--- src/rtl/parking_meter_core.sv ---
// ----------------------------------------------------------------------------
// parking_meter_core
//
// Timekeeping core for a multi-space parking meter. Keeps NUM_METERS
// independent 14-bit second counters. The selected meter can have time added
// or preset, and every meter counts down on the 1 Hz tick. The selected
// meter's value is converted to 4-digit BCD by a sequential double-dabble
// engine, and blink/blank control is produced for the display.
//
// Ports:
//   clk        system clock
//   rst        synchronous active-high reset
//   tick_1hz   one-cycle pulse at 1 Hz, decrements every non-zero meter
//   tick_2hz   one-cycle pulse at 2 Hz, toggles the expired blink phase
//   sel        meter addressed by add/load and shown on the display
//   add_req    one-cycle add pulses, lowest set bit wins
//   load_a     one-cycle preset of the selected meter to LOAD_A
//   load_b     one-cycle preset of the selected meter to LOAD_B
//   time_bcd   {d3,d2,d1,d0} BCD of the selected meter
//   bcd_valid  time_bcd matches the current selected value
//   disp_on    0 = blank the display this cycle
//   mode       00 normal, 01 low, 10 expired (selected meter)
//   expired    per-meter flag, set while the meter value is 0
// ----------------------------------------------------------------------------
module parking_meter_core #(
   parameter int NUM_METERS  = 2,
   parameter int SEL_W       = 1,
   parameter int MAX_SECONDS = 9999,
   parameter int ADD0        = 60,
   parameter int ADD1        = 120,
   parameter int ADD2        = 180,
   parameter int ADD3        = 300,
   parameter int LOAD_A      = 15,
   parameter int LOAD_B      = 150,
   parameter int LOW_THRESH  = 180
) (
   input  logic                  clk,
   input  logic                  rst,
   input  logic                  tick_1hz,
   input  logic                  tick_2hz,
   input  logic [SEL_W-1:0]      sel,
   input  logic [3:0]            add_req,
   input  logic                  load_a,
   input  logic                  load_b,
   output logic [15:0]           time_bcd,
   output logic                  bcd_valid,
   output logic                  disp_on,
   output logic [1:0]            mode,
   output logic [NUM_METERS-1:0] expired
);

   typedef enum logic [1:0] {
      ST_IDLE  = 2'd0,
      ST_SHIFT = 2'd1,
      ST_DONE  = 2'd2
   } conv_state_t;

   logic              sel_in_range;
   logic [SEL_W-1:0]  disp_idx;
   logic [14:0]       add_amt;
   logic              add_any;
   logic [13:0]       meter_val [NUM_METERS];
   logic [13:0]       sel_val;

   logic              blink_phase_q, blink_phase_d;

   conv_state_t       state_q, state_d;
   logic              snap_valid_q, snap_valid_d;
   logic [13:0]       snap_val_q, snap_val_d;
   logic [SEL_W-1:0]  snap_sel_q, snap_sel_d;
   logic [29:0]       shreg_q, shreg_d;
   logic [3:0]        iter_q, iter_d;
   logic [15:0]       time_bcd_q, time_bcd_d;
   logic              bcd_valid_q, bcd_valid_d;
   logic [29:0]       dd_adj;

   // Out-of-range selects address no meter for add/load and fall back to
   // meter 0 for the display path.
   always_comb begin
      sel_in_range = (int'(sel) < NUM_METERS);
      disp_idx     = sel_in_range ? sel : '0;
   end

   // Add amount from the lowest set add_req bit, widened to 15 bits so the
   // sum can exceed the 14-bit counter before saturation.
   always_comb begin
      add_amt = '0;
      add_any = |add_req;
      if (add_req[0]) begin
         add_amt = 15'(ADD0);
      end else if (add_req[1]) begin
         add_amt = 15'(ADD1);
      end else if (add_req[2]) begin
         add_amt = 15'(ADD2);
      end else if (add_req[3]) begin
         add_amt = 15'(ADD3);
      end
   end

   // One counter per meter. The decrement is folded into the add path so a
   // tick and an add in the same cycle both take effect; loads override the
   // tick entirely.
   for (genvar g = 0; g < NUM_METERS; g++) begin : g_meter
      logic [13:0] val_q, val_d;
      logic [13:0] dec_val;
      logic [14:0] sum;
      logic        hit;
      logic        dec;

      always_comb begin
         hit     = sel_in_range && (int'(sel) == g);
         dec     = tick_1hz && (val_q != 14'd0);
         dec_val = val_q - {13'd0, dec};
         sum     = {1'b0, dec_val} + add_amt;
         val_d   = dec_val;
         if (hit && load_b) begin
            val_d = 14'(LOAD_B);
         end else if (hit && load_a) begin
            val_d = 14'(LOAD_A);
         end else if (hit && add_any) begin
            val_d = (sum > 15'(MAX_SECONDS)) ? 14'(MAX_SECONDS) : sum[13:0];
         end
      end

      always_ff @(posedge clk) begin
         if (rst) begin
            val_q <= '0;
         end else begin
            val_q <= val_d;
         end
      end

      assign meter_val[g] = val_q;
      assign expired[g]   = (val_q == 14'd0);
   end

   assign sel_val = meter_val[disp_idx];

   // Expired meters blink at the 2 Hz phase; it starts in the "on" phase.
   always_comb begin
      blink_phase_d = blink_phase_q ^ tick_2hz;
   end

   always_ff @(posedge clk) begin
      if (rst) begin
         blink_phase_q <= 1'b1;
      end else begin
         blink_phase_q <= blink_phase_d;
      end
   end

   // Display mode of the selected meter. In low mode the LSB of the seconds
   // value gives a 1 s on / 1 s off blink without extra state.
   always_comb begin
      mode    = 2'b00;
      disp_on = 1'b1;
      if (sel_val == 14'd0) begin
         mode    = 2'b10;
         disp_on = blink_phase_q;
      end else if (sel_val < 14'(LOW_THRESH)) begin
         mode    = 2'b01;
         disp_on = sel_val[0];
      end
   end

   // One double-dabble step on {bcd[15:0], bin[13:0]}: add 3 to every BCD
   // nibble >= 5, the caller then shifts the whole register left by one.
   always_comb begin
      dd_adj = shreg_q;
      for (int j = 0; j < 4; j++) begin
         if (shreg_q[14 + 4*j +: 4] >= 4'd5) begin
            dd_adj[14 + 4*j +: 4] = shreg_q[14 + 4*j +: 4] + 4'd3;
         end
      end
   end

   // Converter FSM. A snapshot of the selected value and sel is taken when a
   // conversion starts; the snapshot-valid flag forces a first conversion
   // after reset. time_bcd only changes in DONE so no partial result is seen.
   always_comb begin
      state_d      = state_q;
      snap_valid_d = snap_valid_q;
      snap_val_d   = snap_val_q;
      snap_sel_d   = snap_sel_q;
      shreg_d      = shreg_q;
      iter_d       = iter_q;
      time_bcd_d   = time_bcd_q;
      bcd_valid_d  = bcd_valid_q;
      case (state_q)
         ST_IDLE: begin
            if (!snap_valid_q || (sel_val != snap_val_q) || (sel != snap_sel_q)) begin
               snap_valid_d = 1'b1;
               snap_val_d   = sel_val;
               snap_sel_d   = sel;
               shreg_d      = {16'd0, sel_val};
               iter_d       = 4'd0;
               bcd_valid_d  = 1'b0;
               state_d      = ST_SHIFT;
            end
         end
         ST_SHIFT: begin
            shreg_d = {dd_adj[28:0], 1'b0};
            iter_d  = iter_q + 4'd1;
            if (iter_q == 4'd13) begin
               state_d = ST_DONE;
            end
         end
         ST_DONE: begin
            time_bcd_d  = shreg_q[29:14];
            bcd_valid_d = 1'b1;
            state_d     = ST_IDLE;
         end
         default: begin
            state_d = ST_IDLE;
         end
      endcase
   end

   always_ff @(posedge clk) begin
      if (rst) begin
         state_q      <= ST_IDLE;
         snap_valid_q <= 1'b0;
         snap_val_q   <= '0;
         snap_sel_q   <= '0;
         shreg_q      <= '0;
         iter_q       <= '0;
         time_bcd_q   <= 16'h0000;
         bcd_valid_q  <= 1'b0;
      end else begin
         state_q      <= state_d;
         snap_valid_q <= snap_valid_d;
         snap_val_q   <= snap_val_d;
         snap_sel_q   <= snap_sel_d;
         shreg_q      <= shreg_d;
         iter_q       <= iter_d;
         time_bcd_q   <= time_bcd_d;
         bcd_valid_q  <= bcd_valid_d;
      end
   end

   assign time_bcd  = time_bcd_q;
   assign bcd_valid = bcd_valid_q;

endmodule

--- config.mk ---
export PLATFORM = sky130hd
export DESIGN_NAME = parking_meter_core
export DESIGN_NICKNAME = d
export VERILOG_FILES = /design/src/rtl/parking_meter_core.sv
export SDC_FILE = /design/constraint.sdc
export NUM_CORES = 1
export LEC_CHECK = 0
export ABC_AREA = 1
export BUFFER_PORTS_ARGS = -buffer_cell sky130_fd_sc_hd__buf_2
export CAP_MARGIN = 5
export CELL_PAD_IN_SITES_DETAIL_PLACEMENT = 1
export CELL_PAD_IN_SITES_GLOBAL_PLACEMENT = 1
export CORE_ASPECT_RATIO = 0.6
export CORE_MARGIN = 10
export CORE_UTILIZATION = 48
export CTS_CLUSTER_DIAMETER = 100
export DETAILED_ROUTE_END_ITERATION = 8
export PLACE_DENSITY = 0.84
export SLEW_MARGIN = 20
export SYNTH_ARGS = -nofsm -noshare
export SYNTH_HDL_FRONTEND = slang
export SYNTH_SLANG_ARGS = --single-unit
export TNS_END_PERCENT = 10
--- constraint.sdc ---
create_clock -name clk -period 6.49 [get_ports clk]
set_input_delay 0.3245 -clock clk [delete_from_list [all_inputs] [get_ports clk]]
set_output_delay 0.3245 -clock clk [all_outputs]
set_load 0.01 [all_outputs]
Word-level counts from Yosys, hierarchy flattened
Cells that the tools add are included.
{"block": "totals", "mem_bits_rw": 0, "inputBits": 11, "n_memories": 0, "elab_cells": 102, "latchBits": 0, "reg_bits": 98, "romBits": 0}
{"block": "op_classes", "n_bitwise": 3, "mul": 0, "n_shift": 0, "muxes": 32, "n_eq_ne": 7, "addsub": 9, "n_div": 0, "n_reduce_logical": 28, "order_cmp": 8}
{"operator": "two-way mux 14 bit", "count": 7}
{"operator": "case mux 30 bit (2 select lines)", "count": 1}
{"operator": "zero test 14 bit", "count": 3}
{"operator": "two-way mux 9 bit", "count": 4}
{"operator": "two-way mux 8 bit", "count": 4}
{"operator": "adder 14 x 15 -> 15 bit", "count": 2}
{"operator": "> comparator 15 x 14 -> 1 bit (second input constant)", "count": 2}
{"operator": "two-way mux 30 bit", "count": 1}
{"operator": "nonzero test 14 bit", "count": 2}
{"operator": "subtractor 14 x 1 -> 14 bit", "count": 2}
{"operator": ">= comparator 4 x 3 -> 1 bit (second input constant)", "count": 4}
{"operator": "two-way mux 4 bit", "count": 4}
{"operator": "< comparator 14 x 8 -> 1 bit (second input constant)", "count": 1}
{"operator": "inequality test 14 bit", "count": 1}
{"operator": "adder 4 x 2 -> 4 bit (second input constant)", "count": 3}
{"operator": "logical AND 1 bit", "count": 8}
{"operator": "case mux 4 bit (2 select lines)", "count": 1}
{"operator": "AND reduction 2 bit", "count": 4}
{"operator": "two-way mux 2 bit", "count": 3}
{"operator": "OR reduction 3 bit", "count": 2}
{"operator": "adder 4 x 1 -> 4 bit (second input constant)", "count": 1}
{"operator": "equality test 4 bit (second input constant)", "count": 1}
{"operator": "two-way mux 1 bit", "count": 4}
{"operator": "inequality test 2 bit (second input constant)", "count": 2}
{"operator": "17 further kinds", "count": 20}

Logic depth before layout (Yosys ltp)
Gate-level depths: netlist (run 1).
{"block": "depth", "depth_word": 10, "ltp_mapped": 29}

Least setup slack after synthesis (run 1)
Ideal clock, no wire load.
{"block": "synth_timing", "path_type": "reg-to-reg", "startpoint": "register g_meter[0].val_q[2]", "endpoint": "register g_meter[0].val_q[4]", "path_stages_with_launch": 29, "arrival_ns": 3.871, "setup_time_ns": 0.132, "slack_ns": 2.487, "n_path_buf": 0, "t_required_ns": 6.358, "cell_sequence": "dfxtp_1 -> nor2_1 -> inv_1 -> nor2_1 -> nand4_1 -> nor3_1 -> nor2_1 -> ha_1 -> ha_1 -> or2_2 -> nand2_1 -> ha_1 -> inv_1 -> fa_1 -> nand3b_1 -> nand2_1 -> a21boi_0 -> o21ai_0 -> nand3_1 -> nor2_1 -> nand2_1 -> nand2_1 -> nor2_1 -> nand2_1 -> nand2_2 -> nand2_2 -> nand2_2 -> nand2_1 -> a21oi_1"}
{"block": "synth_via", "elab_chain_cells": 9}
{"item": "from (decl)", "line": "104", "text": "logic [13:0] val_q, val_d;"}
{"item": "from (signal assigned)", "line": "129", "text": "val_q <= val_d;"}
{"item": "nonzero test 14 bit", "line": "112", "text": "dec = tick_1hz && (val_q != 14'd0);"}
{"item": "logical AND 1 bit", "line": "112"}
{"item": "subtractor 14 x 1 -> 14 bit *", "line": "113", "text": "dec_val = val_q - {13'd0, dec};"}
{"item": "adder 14 x 15 -> 15 bit", "line": "114", "text": "sum = {1'b0, dec_val} + add_amt;"}
{"item": "> comparator 15 x 14 -> 1 bit", "line": "121", "text": "val_d = (sum > 15'(MAX_SECONDS)) ? 14'(MAX_SECONDS) : sum[13:0];"}
{"item": "two-way mux 14 bit", "line": "121"}
{"item": "two-way mux 14 bit *", "line": "120", "text": "end else if (hit && add_any) begin"}
{"item": "two-way mux 8 bit *", "line": "118", "text": "end else if (hit && load_a) begin"}
{"item": "two-way mux 8 bit *", "line": "116", "text": "if (hit && load_b) begin"}
Mark *: on every way between the ends. The rest lies on a longest branch, timed or not.
A chain may end at the register's enable or synchronous reset.

Worst setup path in the final report (run 1)
{"block": "layout_timing", "startpoint": "register g_meter[0].val_q[2]", "endpoint": "register g_meter[0].val_q[5]"}
{"block": "layout_via", "elab_chain_cells": 7}
{"item": "nonzero test 14 bit", "line": "112"}
{"item": "logical AND 1 bit", "line": "112"}
{"item": "subtractor 14 x 1 -> 14 bit *", "line": "113"}
{"item": "adder 14 x 15 -> 15 bit", "line": "114"}
{"item": "> comparator 15 x 14 -> 1 bit", "line": "121"}
{"item": "two-way mux 14 bit", "line": "121"}
{"item": "two-way mux 14 bit *", "line": "120"}
Marks and branches as above.

==> flow_metrics.tcl, run 1 <==
set metrics [dict create \
    slew_headroom 0.459 \
    clockBufferDepth 2 \
    grt_pass1_wl_um 32100 \
    cts_resized 0 \
    drtPass1Iterations 4 \
    pwr-share-seq 0.381 \
    vias 6161 \
    ys_async_sr_fraction 0 \
    start_util 0.489 \
    die_x_um 167 \
    synth.area.top_cells "dfxtp_1, nand2_1, inv_1" \
    maxCapViolCount 0 \
    stdcell_count 1116 \
    p_switching_w 0.000656 \
    syn2layout_area_growth_pct 8.96 \
    grt_pass1_vias 6221 \
    pwr_density_cell_nw_per_um2 262 \
    ys_ff_latch 98 \
    routed_wl_um 19400 \
    worst_pin_slew_ns 0.812 \
    synth_top_area_frac 0.314 \
    ant_nets 0 \
    overflow 0 \
    dp_cells 1100 \
    status "completed" \
    postCtsSetupBuffers 0 \
    post_dp_cell_area_um2 6490 \
    swShare 0.368 \
    die-area_um2 18100 \
    n_antenna_cell 0 \
    cts_hold_buf 0 \
    drv_slew 0 \
    yosys_most_used_dff "dfxtp_1" \
    drt_drc_violations_left 0 \
    nets 984 \
    fmax_ghz 0.216 \
    htreeDepth 3 \
    hold_path_class "input pin to flip-flop" \
    drive_gt1_frac 0.117 \
    syn_nets 965 \
    critPathKind "flip-flop to flip-flop" \
    cp-start-kind "flip-flop" \
    cts_tree "done" \
    cp.arrival_ns 4.90 \
    syn_area_um2 6240 \
    gp_congestion 0.922 \
    ys_seq_area_frac 0.314 \
    leakage_nw 3.13 \
    cp.required_ns 6.76 \
    yosys.area.top_type "dfxtp_1" \
    tns_ns 0 \
    num_io_pins 33 \
    hpwl_um 15400 \
    core_um2 12800 \
    ir_drop_mv 0.126 \
    fin_skew_ns 0.00979 \
    ys_types 45 \
    final-setup-viol-count 0 \
    crit_fanout 5 \
    clock_latency_ns 0.35 \
    fin_crit_sh 0.713 \
    comb_power_share 0.306 \
    die_h_um 108 \
    cp-end-kind "flip-flop" \
    grt_max_degree 38 \
    rsz0062_at_grt "no" \
    clockPowerShare 0.312 \
    fp-row-count 32 \
    numCtsBuffers 9 \
    final_hold_viol_count 0 \
    yosys_warnings 0 \
    path_clk_slew_ns 0.07 \
    cts_root_buffer "clkbuf_16" \
    post_synth.cell_area_avg_um2 6.77 \
    viasPerCell 5.52 \
    drt_iter0_drc 334 \
    synthCells 922 \
    grt_usage 0.213 \
    finalCriticalPeriod_ns 4.63 \
    cts_sinks 98 \
    internal_power_w 0.00113 \
    portBuffers 32 \
    wl_per_cell_um 17.3 \
    fin_area_um2 6800 \
    synth_edf_count 0 \
    fill_cells 1695 \
    antenna_found_initial 0 \
]
[final cells by class]
cell class / instances / area [um^2] / area share
Multi-Input combinational cell: 658 / 3620 / 0.533
Inverter: 140 / 526 / 0.0772
Clock inverter: 6 / 75.1 / 0.0110
Timing Repair Buffer: 34 / 175 / 0.0257
Clock buffer: 10 / 229 / 0.0337
Sequential cell: 98 / 1960 / 0.288
Tap cell: 170 / 213 / 0.0313
[power by group through the flow]
stage	registers [W]	logic, W	clock network, W
3_5_place_dp	0.000691	0.000535	0
4_1_cts	0.000678	0.000541	0.000567
3_3_place_gp	0.000689	0.000517	0
5_1_grt	0.000684	0.000613	0.000587
6_report	0.000679	0.000545	0.000557
2_1_floorplan	0.000681	0.000406	0
[routing by layer]
layer,GRT usage,routed length [um]
met1,0.309,9970
met3,0.0431,1050
met5,0,0
met4,0.0390,117
met2,0.323,8220
[worst max-delay path: stages, from the launching register on]
cell      delay [ns]
dfxtp_1         0.37
nor2_1          0.16
inv_1           0.07
nor2_1          0.18
nand4_1         0.11
nor3_1          0.22
nor2_1          0.09
ha_1            0.29
ha_1            0.28
or2_2           0.33
nand2_1         0.08
ha_1            0.17
inv_1           0.06
fa_1            0.38
nand3b_1        0.17
nand2_1         0.12
a21boi_0        0.15
o21ai_0         0.25
nand3_1         0.16
o21ai_1         0.16
nand2_1         0.08
nor2_1          0.11
nand2_1         0.07
nand2_2         0.09
nand2_1         0.08
inv_2           0.11
nand2_1         0.06
a21oi_1         0.14
[kinds of logic after synthesis]
group	share of synthesized area
AND/OR/NAND/NOR	0.295
AO/OA/AOI/OAI	0.167
buffers and inverters	0.107
flip-flops	0.314
XOR/XNOR	0.0511
adder cells (fa/ha/maj)	0.0665
[synth_stat cells, drive strengths merged (4+ instances only)]
master / count
xor2: 24
nand3: 75
nand3b: 5
xnor2: 9
nor3: 8
nor2: 93
inv: 138
a211oi: 4
o22ai: 6
o21bai: 4
nand4: 12
o211ai: 4
o21ai: 79
clkbuf: 15
a21oi: 88
dfxtp: 98
ha: 30
buf: 11
nand2: 199
[through the flow]
step,util,hold WS (ns),worst slack (ns),total power (W)
CTS,0.532,0.184,1.92,0.00179
detailed placement,0.509,0.448,1.98,0.00123
global route,0.533,0.211,1.38,0.00188
global placement,0.509,0.440,2.23,0.00121
finish,0.533,0.188,1.86,0.00178
floorplan,-,0.426,2.49,0.00109
[state kept, by name, summed over array words and instances (netlist names)]
| name | count |
|---|---|
| time_bcd | 16 |
| g_meter.val_q | 28 |
| snap_sel_q | 1 |
| snap_valid_q | 1 |
| blink_phase_q | 1 |
| iter_q | 4 |
| shreg_q | 30 |
| snap_val_q | 14 |
| state_q | 2 |
| bcd_valid | 1 |
[final timing paths]
| path | cells after the start | end | from | slack, ns |
|---|---|---|---|---|
| max reg2reg | 27 | g_meter[0].val_q[5] | g_meter[0].val_q[2] | 1.86 |
| max | 27 | g_meter[0].val_q[5] | g_meter[0].val_q[2] | 1.86 |
| min reg2reg | 2 | shreg_q[14] | shreg_q[13] | 0.46 |
| min | 3 | blink_phase_q | tick_2hz | 0.19 |
[placed cells by master, fill, tap and decap left out, types with 20 or more instances in the layout]
cell,instances
nand3_1,70
nor2_1,78
dfxtp_1,98
buf_2,32
a21oi_1,88
nand2_1,183
inv_1,125
xor2_1,20
o21ai_0,62
ha_1,30
No activity file was read; power rests on OpenSTA's default activity.
==> run 2: changes to the inputs <==
--- a/config.mk
+++ b/config.mk
@@ -12,10 +12,10 @@
 export CELL_PAD_IN_SITES_GLOBAL_PLACEMENT = 1
 export CORE_ASPECT_RATIO = 0.6
 export CORE_MARGIN = 10
-export CORE_UTILIZATION = 48
+export CORE_UTILIZATION = 40
 export CTS_CLUSTER_DIAMETER = 100
 export DETAILED_ROUTE_END_ITERATION = 8
-export PLACE_DENSITY = 0.84
+export PLACE_DENSITY = 0.75
 export SLEW_MARGIN = 20
 export SYNTH_ARGS = -nofsm -noshare
 export SYNTH_HDL_FRONTEND = slang
==> constraint.sdc (replaced) <==
create_clock -name clk -period 3.8 [get_ports clk]
set_input_delay 0.19 -clock clk [delete_from_list [all_inputs] [get_ports clk]]
set_output_delay 0.19 -clock clk [all_outputs]
set_load 0.01 [all_outputs]
==> run 2 against run 1 <==
Against the previous run:
- sequential cell count is the same
- count of clock-buffer cells in the layout shrank 1
- sequential power grew 69%
- die area grew 17%
- worst setup slack lost 1.9 ns
- cell count grew 11%
- hold slack lost 0.13 ns
- sequential share of layout area shrank 4.0 points
- routed wire length grew 12%
- combinational power grew to 2.6 times the previous value
- via count grew 3.7%
==> flow_metrics.tcl, run 2 (synthesis results as in run 1) <==
set metrics [dict create \
    die_h_um 117 \
    crit_cells 27 \
    crit_family "simple AND/OR/NAND/NOR gates" \
    vias 6390 \
    final_util 0.516 \
    maxCapViolCount 0 \
    clock_latency_ns 0.35 \
    timing.rr.start "g_meter[0].val_q[2]" \
    grt_usage 0.193 \
    htreeDepth 3 \
    slowest_delay_ns 0.34 \
    path_clk_slew_ns 0.08 \
    cts_tree "done" \
    gp_congestion 0.917 \
    largest_register "shreg_q" \
    final_common_cell "nand2_1" \
    place_ws_ns -0.239 \
    fill_cells 1991 \
    cts_hold_buf 0 \
    drtPass1Iterations 4 \
    hpwl_um 16100 \
    cp_num_buf_inv 2 \
    overflow 0 \
    drive_gt1_frac 0.268 \
    layout_setup_ws_ns 0.000672 \
    leakage_nw 3.63 \
    routed_wl_um 21700 \
    reg2regPathDepth 27 \
    cp_slowest_cell "dfxtp_2" \
    die-area_um2 21200 \
    cp.arrival_ns 4.09 \
    numCtsBuffers 9 \
    cp.required_ns 4.09 \
    crit_fanout 5 \
    num_io_pins 33 \
    cp-startpoint "g_meter[0].val_q[2]" \
    crit_end "g_meter[0].val_q[4]" \
    fin_skew_ns 0.00702 \
    layout_common_cells "nand2_1, inv_1, dfxtp_1" \
    viasPerCell 5.16 \
    wl_per_cell_um 17.5 \
    clockBufferDepth 2 \
    largest_register_ffs 30 \
    grt_pass1_vias 6275 \
    grt_pass1_wl_um 33300 \
    hold_path_class "input pin to flip-flop" \
    critPathKind "flip-flop to flip-flop" \
    antenna_found_initial 0 \
    grt_max_degree 37 \
    fmax_ghz 0.263 \
    path_common_cell "nand2_2" \
    finalCriticalPeriod_ns 3.80 \
    die_x_um 181 \
    drt_iter0_drc 369 \
    cts_root_buffer "clkbuf_16" \
    start_util 0.407 \
    fp-row-count 35 \
    syn2layout_area_growth_pct 26.7 \
    worst_pin_slew_ns 0.782 \
    hold_depth 3 \
    nets 1074 \
    cts_sinks 98 \
    fin_crit_sh 1.00 \
    cp-end-kind "flip-flop" \
    cp-start-kind "flip-flop" \
    rsz0062_at_grt "yes" \
    drt_drc_violations_left 0 \
    ant_nets 0 \
    pwr_density_cell_nw_per_um2 437 \
    ir_drop_mv 0.219 \
    reg2reg_to "g_meter[0].val_q[4]" \
    portBuffers 32 \
    n_antenna_cell 0 \
    final_hold_viol_count 0 \
    status "completed" \
    slew_headroom 0.473 \
    drv_slew 0 \
    core_um2 15300 \
    rrSetupSlack_ns 0.0007 \
    final-setup-viol-count 0 \
]
## run 2: changes by cell type in the layout (fill, tap and decap cells not counted), sizes merged
cell    delta
buf       +90
clkbuf     -1
bufinv     -1
inv        +1
clkinv     +1
## run 2: metrics by stage
stage          cells  instance area, um^2  hold slack, ns  TNS (ns)  power (W)
3_3_place_gp    1204                 7090           0.410    -0.188    0.00228
2_1_floorplan    922                 6270           0.310         0    0.00186
3_5_place_dp    1204                 7090           0.428     -3.22    0.00231
4_1_cts         1232                 7580          0.0637   -0.0570    0.00330
6_report        1239                 7910          0.0624         0    0.00345
5_1_grt         1239                 7910          0.0890     -3.40    0.00365
## run 2: layout make-up
class,count,area [um^2],area share
multi-input cells,658,4020,0.509
flip-flops and latches,98,1970,0.248
repair buffers,124,855,0.108
inverters,140,526,0.0664
well taps,203,254,0.0321
clock buffers,9,225,0.0285
clock inverters,7,62.6,0.00791
## run 2: worst min-delay path by stage
| stage | from | end | slack, ns |
|---|---|---|---|
| after global placement | tick_2hz | blink_phase_q | 0.41 |
| after CTS | tick_2hz | blink_phase_q | 0.06 |
| after global routing | tick_2hz | blink_phase_q | 0.09 |
| after detailed placement | tick_2hz | blink_phase_q | 0.43 |
| after floorplan | tick_2hz | blink_phase_q | 0.31 |
| final | tick_2hz | blink_phase_q | 0.06 |
## run 2: repair_timing
| item | 4_1_cts | 5_1_grt |
|---|---|---|
| buffers inserted | 12 | 8 |
| setup endpoints to repair | 28 | 28 |
| gates resized for setup | 23 | 69 |
| pin swaps | 16 | 38 |
## run 2: worst reg2reg max path, stage by stage (launching register included)
cell and delay [ns]:
dfxtp_2 0.34, nor2_4 0.11, inv_2 0.06, nor2_2 0.11, nand4_1 0.10, nor3_2 0.21, nor2_1 0.08, ha_2 0.21
ha_4 0.16, or2_4 0.26, nand2_4 0.08, ha_4 0.13, inv_2 0.04, fa_2 0.34, nand3b_1 0.19, nand2_2 0.11
a21boi_2 0.08, o21ai_2 0.16, nand3_2 0.13, o21ai_2 0.14, nand2_1 0.08, nor2_1 0.09, nand2_1 0.07, nand2_2 0.11
nand2_2 0.09, nand2_4 0.10, nand2_2 0.06, a21oi_2 0.12
## run 2: power breakdown
part           switching, W  leakage (nW)  total (W)  internal [W]
Combinational      0.000807          2.69    0.00139      0.000580
Sequential        0.0000529         0.801    0.00115       0.00110
Clock              0.000461         0.132   0.000919      0.000458
## run 2: metal layers
metal | vias to the layer above | share of wire | GRT usage
met4 | 0 | 0.0054 | 0.0291
li1 | 3201 | - | -
met5 | - | 0 | 0
met1 | 3061 | 0.53 | 0.296
met3 | 10 | 0.050 | 0.0350
met2 | 118 | 0.41 | 0.276
